`config.mk`:
```
export PLATFORM = sky130hd
export DESIGN_NAME = i2c_bit_ctrl
export DESIGN_NICKNAME = d
export VERILOG_FILES = /design/src/rtl/i2c_bit_ctrl.sv
export SDC_FILE = /design/constraint.sdc
export NUM_CORES = 1
export LEC_CHECK = 0
export CAP_MARGIN = 20
export CORE_MARGIN = 8
export CORE_UTILIZATION = 45
export CTS_BUF_LIST = sky130_fd_sc_hd__clkbuf_8
export CTS_CLUSTER_DIAMETER = 40
export DETAILED_ROUTE_END_ITERATION = 7
export PLACE_DENSITY = 0.76
export RECOVER_POWER = 50
export SLEW_MARGIN = 10
export SYNTH_ARGS = -nofsm -noshare
export SYNTH_HDL_FRONTEND = slang
export SYNTH_SLANG_ARGS = --single-unit
export TNS_END_PERCENT = 50
```
`constraint.sdc`:
```
create_clock -name sys_clk -period 2.31 [get_ports sys_clk]
set_input_delay 0.231 -clock sys_clk [delete_from_list [all_inputs] [get_ports sys_clk]]
set_output_delay 0.231 -clock sys_clk [all_outputs]
set_load 0.01 [all_outputs]
```
`src/rtl/i2c_bit_ctrl.sv`:
```
// Bit-level I2C engine: runs one START/STOP/WRITE/READ command on open-drain SCL/SDA,
// with clock stretching, arbitration-loss detection and bus-busy tracking.
module i2c_bit_ctrl #(
    parameter int PRE_W = 16
) (
    input  logic             sys_clk,
    input  logic             sys_rst,
    input  logic             ena,
    input  logic [PRE_W-1:0] clk_cnt,
    input  logic [1:0]       cmd,
    input  logic             cmd_valid,
    input  logic             din,
    output logic             cmd_ack,
    output logic             dout,
    output logic             busy,
    output logic             al,
    input  logic             scl_i,
    output logic             scl_o,
    output logic             scl_oen_o,
    input  logic             sda_i,
    output logic             sda_o,
    output logic             sda_oen_o
);
    localparam logic [1:0] CMD_START = 2'b00;
    localparam logic [1:0] CMD_STOP  = 2'b01;
    localparam logic [1:0] CMD_WRITE = 2'b10;
    localparam logic [1:0] CMD_READ  = 2'b11;

    typedef enum logic [2:0] {PH_IDLE, PH_A, PH_B, PH_C, PH_D, PH_E} phase_e;

    phase_e           phase_q, phase_d, ph_nx, last_ph;
    logic [1:0]       cmd_q, cmd_d;
    logic             din_q, din_d;
    logic             scl_oen_q, scl_oen_d, sda_oen_q, sda_oen_d;
    logic             ack_q, ack_d, al_q, al_d, dout_q, dout_d, busy_q;
    logic [PRE_W-1:0] cnt_q;
    logic [1:0]       scl_sync_q;
    logic [2:0]       sda_sync_q;
    logic [1:0]       rel_q;
    logic             scl_s, sda_s, sda_fall, sda_rise;
    logic             stretch, tick, load, arb_sda, arb_stop;

    // {scl_oen, sda_oen} held for the whole of phase ph of command c
    function automatic logic [1:0] lines(input logic [1:0] c, input phase_e ph,
                                         input logic d, input logic scl_keep);
        logic [1:0] r;
        r = 2'b11;
        case (c)
            CMD_START: case (ph)
                PH_A:       r = {scl_keep, 1'b1};
                PH_B:       r = 2'b11;
                PH_C, PH_D: r = 2'b10;
                default:    r = 2'b00;
            endcase
            CMD_STOP: case (ph)
                PH_A:       r = 2'b00;
                PH_B, PH_C: r = 2'b10;
                default:    r = 2'b11;
            endcase
            CMD_WRITE: case (ph)
                PH_B, PH_C: r = {1'b1, d};
                default:    r = {1'b0, d};
            endcase
            default: case (ph)
                PH_B, PH_C: r = 2'b11;
                default:    r = 2'b01;
            endcase
        endcase
        return r;
    endfunction

    assign scl_s    = scl_sync_q[1];
    assign sda_s    = sda_sync_q[1];
    assign sda_fall = sda_sync_q[2] & ~sda_s & scl_s;
    assign sda_rise = ~sda_sync_q[2] & sda_s & scl_s;

    // Synced SCL lags a release by two cycles; only a low seen after that is a real stretch
    assign stretch = scl_oen_q && (rel_q == 2'd2) && !scl_s;
    assign tick    = (cnt_q == '0) && !stretch;
    assign last_ph = (cmd_q == CMD_START) ? PH_E : PH_D;

    assign arb_sda = sda_oen_q && scl_s && !sda_s &&
                     (((cmd_q == CMD_WRITE) && din_q && (phase_q == PH_B || phase_q == PH_C)) ||
                      ((cmd_q == CMD_START) && (phase_q == PH_B)));
    assign arb_stop = sda_rise && (phase_q != PH_IDLE) && (cmd_q != CMD_STOP);

    always_ff @(posedge sys_clk or posedge sys_rst) begin
        if (sys_rst) begin
            scl_sync_q <= 2'b11;
            sda_sync_q <= 3'b111;
            busy_q     <= 1'b0;
            rel_q      <= 2'd2;
            cnt_q      <= '0;
        end else begin
            scl_sync_q <= {scl_sync_q[0], scl_i};
            sda_sync_q <= {sda_sync_q[1:0], sda_i};
            if (sda_fall)
                busy_q <= 1'b1;
            else if (sda_rise)
                busy_q <= 1'b0;
            if (!scl_oen_q)
                rel_q <= 2'd0;
            else if (rel_q != 2'd2)
                rel_q <= rel_q + 2'd1;
            if (load || tick)
                cnt_q <= clk_cnt;
            else if (!stretch)
                cnt_q <= cnt_q - PRE_W'(1);
        end
    end

    always_comb begin
        phase_d   = phase_q;
        cmd_d     = cmd_q;
        din_d     = din_q;
        scl_oen_d = scl_oen_q;
        sda_oen_d = sda_oen_q;
        ack_d     = 1'b0;
        al_d      = 1'b0;
        dout_d    = dout_q;
        load      = 1'b0;
        ph_nx     = PH_IDLE;
        if (!ena) begin
            phase_d   = PH_IDLE;
            scl_oen_d = 1'b1;
            sda_oen_d = 1'b1;
        end else if (phase_q == PH_IDLE) begin
            if (cmd_valid) begin
                cmd_d   = cmd;
                din_d   = din;
                phase_d = PH_A;
                load    = 1'b1;
                {scl_oen_d, sda_oen_d} = lines(cmd, PH_A, din, scl_oen_q);
            end
        end else if (arb_sda || arb_stop) begin
            al_d      = 1'b1;
            phase_d   = PH_IDLE;
            scl_oen_d = 1'b1;
            sda_oen_d = 1'b1;
        end else if (tick) begin
            if (cmd_q == CMD_READ && phase_q == PH_C)
                dout_d = sda_s;
            if (phase_q == last_ph) begin
                phase_d = PH_IDLE;
                ack_d   = 1'b1;
            end else begin
                ph_nx   = phase_e'(phase_q + 3'd1);
                phase_d = ph_nx;
                {scl_oen_d, sda_oen_d} = lines(cmd_q, ph_nx, din_q, scl_oen_q);
            end
        end
    end

    always_ff @(posedge sys_clk or posedge sys_rst) begin
        if (sys_rst) begin
            phase_q   <= PH_IDLE;
            cmd_q     <= CMD_START;
            din_q     <= 1'b0;
            scl_oen_q <= 1'b1;
            sda_oen_q <= 1'b1;
            ack_q     <= 1'b0;
            al_q      <= 1'b0;
            dout_q    <= 1'b0;
        end else begin
            phase_q   <= phase_d;
            cmd_q     <= cmd_d;
            din_q     <= din_d;
            scl_oen_q <= scl_oen_d;
            sda_oen_q <= sda_oen_d;
            ack_q     <= ack_d;
            al_q      <= al_d;
            dout_q    <= dout_d;
        end
    end

    assign cmd_ack   = ack_q;
    assign al        = al_q;
    assign dout      = dout_q;
    assign busy      = busy_q;
    assign scl_o     = 1'b0;
    assign sda_o     = 1'b0;
    assign scl_oen_o = scl_oen_q;
    assign sda_oen_o = sda_oen_q;

endmodule
```
==> results.md, run 1 <==
### CTS
- 2 — CTS H-tree lvls
- 2 — CTS Buffer Depth
- sky130_fd_sc_hd__clkbuf_8 — clock root buffer
- 0.07 ns — clock slew seen by the registers of the worst setup and hold paths
- 0 — PostCTS Resize Cnt
- 0.29 ns — clock network latency to the later pin of the worst-skew pair
- 5 — number of buffers created by CTS
- 35 — CTS sink cnt
- 0 — count of buffers added by post-CTS timing repair for setup
- built — TritonCTS clock tree
- 0 — Hold-fix buffers, CTS

### STA
- 0.008462 ns — Max Clock Skew
- 0.4228 — remaining max-slew budget at the tightest pin
- 0 ns — post-route setup TNS
- 480.0 MHz — timing-limited maximum frequency
- 0 — final number of max-transition violations
- 0.9020 — share of the clock period used by the worst path
- 2.084 ns — final period demand of the worst path
- 0.8658 ns — Worst Max-Slew Pin Slew
- 0.2265 ns — Final Worst Setup Slack
- 0 — number of hold-slack violations in the final timing report
- 0 — count of final setup violators
- no — RSZ-0062 raised after global routing

### Detailed routing
- 91 — number of DRC markers in iteration 0
- 0 — Routed Antenna Nets
- 0 — number of design rule violations left after detail routing
- 5.395 — via/cell ratio
- 1586 — total via count in the routed design
- 14.32 um — post-DR wirelength/cell
- 4.211 mm — drt total wl
- 4 — Pre-antenna DRT Iters

### Yosys
- 35 — total of flip-flops plus latches after synthesis
- 1968 sq um — synthesized area
- 45 — post-synthesis cell type count
- sky130_fd_sc_hd__dfrtp_1 — dominant register cell in the synthesized netlist
- 9.648 sq um — Avg Synthesized Cell Area
- 0.4501 — sequential area share after synthesis
- 0 — number of enable flip-flop cells after synthesis
- 0 — Synth Warn #
- 1.000 — Async S/R FF share, synth
- 204 — Post-Syn Instances

### Die
- 24 — number of cell rows
- 33 — ports placed on the boundary
- 82.14 um — vertical extent of the die
- 6746 sq um — Die Footprint
- 82.14 um — Die Wd
- 0.4583 — initial core utilization
- 4294 sq um — Core Box Area

### Run status
- finished, final reports clean — run status

### Worst setup path
- reg -> reg — type of the worst setup path
- cnt_q[5] — r2r endpoint
- 1 — buffers and inverters on the worst path
- register — sort of element at the start of the critical path
- 2.52 ns — CP Data Required Time
- sky130_fd_sc_hd__dfstp_2 — Crit-path slowest cell
- register — Critical Path Sink Type
- 2.30 ns — data arrival at the endpoint of the critical path
- rel_q[1] — beginning of the worst register-to-register path
- simple AND/OR/NAND/NOR gates — family of cells with the greatest summed delay on the critical path
- ha_1 > and3b_1 > nor2_4 > and3_4 > a31oi_4 > buf_4 > nor2_1 > a31oi_1 — ordered list of cells on the worst path
- 23 — highest net fanout along the worst path
- 0.23 ns — reg-to-reg setup timing slack
- 8 — worst reg2reg path depth
- 0.53 ns — biggest cell delay along the critical path

### Placed design
- 0.9940 — weighted congestion at the end of routability-driven global placement
- 0.2408 ns — worst slack at placement
- 30 — number of buffers inserted by port buffering
- 3.065 mm — dpl hpwl

### Global route
- 0 — Overflow after GRT
- 0.1340 — overall track demand over capacity in global routing
- 1628 — via count of the first global-routing pass
- 36 — pin count of the biggest net entering global routing
- 7.127 mm — global-route wire length before repair
- 0 — initial antenna violation count

### Hold path
- 0 — worst hold path stage count
- scl_sync_q[1] — Worst Hold Endpoint
- scl_sync_q[0] — hold path startpoint
- reg -> reg — path class of the lowest-slack min-delay path

### Finish
- 275 — total number of nets in the final design
- 25.30% — Area Overhead vs Synth
- 0 — Antenna diodes
- 383 — number of fill cells in the layout
- sky130_fd_sc_hd__dfrtp_1, sky130_fd_sc_hd__clkdlybuf4s50_1, sky130_fd_sc_hd__nor2_1, sky130_fd_sc_hd__a21oi_1, sky130_fd_sc_hd__o21ai_0 — leading cell types in the layout, fill and taps excluded
- 0.1364 — fraction of final layout cells with drive strength greater than 1

### Pwr
- 0.3639 — switching power as a share of total power
- 0.230 — Clk pwr share
- 1.855 mW — Pint
- 1.001 nW — leakage power figure
- 1182 nW/um^2 — Pwr per Cell Area
- 0.374 — relative contribution of sequential cells to total power
- 0.396 — Comb pwr share
- 0.6804 mV — Worst VDD drop
- 1.061 mW — net switching power

### Job
- 0 — Max Cap Violations

-- routing by layer --
metal	GRT usage	routed length, um	vias up
met3	0.03247	250	13
li1	-	-	780
met1	0.1568	1802	739
met5	0	0	-
met4	0.05789	86	0
met2	0.2289	2072	54
-- cell families (layout without fill, tap and decap cells) --
family / after synthesis / count (layout) / synth area share
muxes: 8 / 8 / 0.04577
buffers and inverters: 16 / 53 / 0.04259
xor gates and xnor gates: 15 / 15 / 0.06675
DFF: 35 / 35 / 0.4501
AOI/OAI and AO/OA: 41 / 41 / 0.1265
other: 1 / 2 / 0.001905
and+or+nand+nor: 79 / 79 / 0.2092
adders and majority gates: 9 / 9 / 0.05722
-- layout make-up --
class                      instances  area, sq um  area share
multi-input combinational        154         1002      0.4064
sequential                        35        885.9      0.3592
timing repair buffer              36        342.8      0.1390
clock buffer                       5        68.82     0.02790
clock inverter                     3        67.56     0.02740
tap                               52        65.06     0.02638
inverter                           9        33.78     0.01370
-- power by group through the flow --
stage / sequential (mW) / combinational, mW / clock (mW)
finish: 1.09 / 1.15 / 0.669
global placement: 1.09 / 1.13 / 0
floorplan: 1.03 / 0.893 / 0
global route: 1.12 / 1.29 / 0.709
detailed placement: 1.10 / 1.15 / 0
CTS: 1.09 / 1.16 / 0.684
-- cells in the mapped netlist (3+ instances only) --
master	n	area share
sky130_fd_sc_hd__xor2_1	4	0.018
sky130_fd_sc_hd__xnor2_1	11	0.049
sky130_fd_sc_hd__nor2b_1	4	0.013
sky130_fd_sc_hd__dfrtp_1	27	0.34
sky130_fd_sc_hd__nand3_1	8	0.020
sky130_fd_sc_hd__ha_1	9	0.057
sky130_fd_sc_hd__o21ai_0	13	0.033
sky130_fd_sc_hd__a21oi_1	16	0.041
sky130_fd_sc_hd__nand2_1	12	0.023
sky130_fd_sc_hd__dfstp_2	8	0.11
sky130_fd_sc_hd__inv_1	9	0.017
sky130_fd_sc_hd__mux2_2	4	0.023
sky130_fd_sc_hd__nor3_1	10	0.025
sky130_fd_sc_hd__mux2i_1	3	0.015
sky130_fd_sc_hd__nor2_1	25	0.048
-- metrics by stage --
stage               cells  power (mW)    util  hold slack [ns]  area (sq um)
CTS                   294       2.931  0.5749           0.3341          2469
global placement      286       2.215  0.5431           0.3460          2332
detailed placement    286       2.242  0.5431           0.3468          2332
floorplan             205       1.923       -           0.2355          1972
global route          294       3.126  0.5743           0.3605          2466
finish                294       2.916  0.5743           0.3576          2466
-- registers in the layout, summed over array words and instances (netlist names) --
signal,count
sda_sync_q,3
dout,1
scl_oen_o,1
cmd_ack,1
cmd_q,2
busy,1
phase_q,3
al,1
rel_q,2
sda_oen_o,1
cnt_q,16
scl_sync_q,2
din_q,1
-- how the worst max path moves through the flow --
stage | startpoint | endpoint | depth (start not counted)
2_1_floorplan | rel_q[1] | cnt_q[0] | 8
3_3_place_gp | rel_q[1] | cnt_q[9] | 8
3_5_place_dp | rel_q[1] | cnt_q[5] | 8
4_1_cts | rel_q[1] | cnt_q[5] | 8
5_1_grt | phase_q[1] | cnt_q[5] | 8
6_report | rel_q[1] | cnt_q[5] | 8
(Power assumes the default switching activity.)
==> run 2, diff against run 1 <==
--- a/config.mk
+++ b/config.mk
@@ -9,7 +9,6 @@
 export CORE_MARGIN = 8
 export CORE_UTILIZATION = 45
 export CTS_BUF_LIST = sky130_fd_sc_hd__clkbuf_8
-export CTS_CLUSTER_DIAMETER = 40
 export DETAILED_ROUTE_END_ITERATION = 7
 export PLACE_DENSITY = 0.76
 export RECOVER_POWER = 50
@@ -17,4 +16,3 @@
 export SYNTH_ARGS = -nofsm -noshare
 export SYNTH_HDL_FRONTEND = slang
 export SYNTH_SLANG_ARGS = --single-unit
-export TNS_END_PERCENT = 50
==> results of run 2 <==
Same layout as run 1: the final DEF is identical, and so are final timing and power.
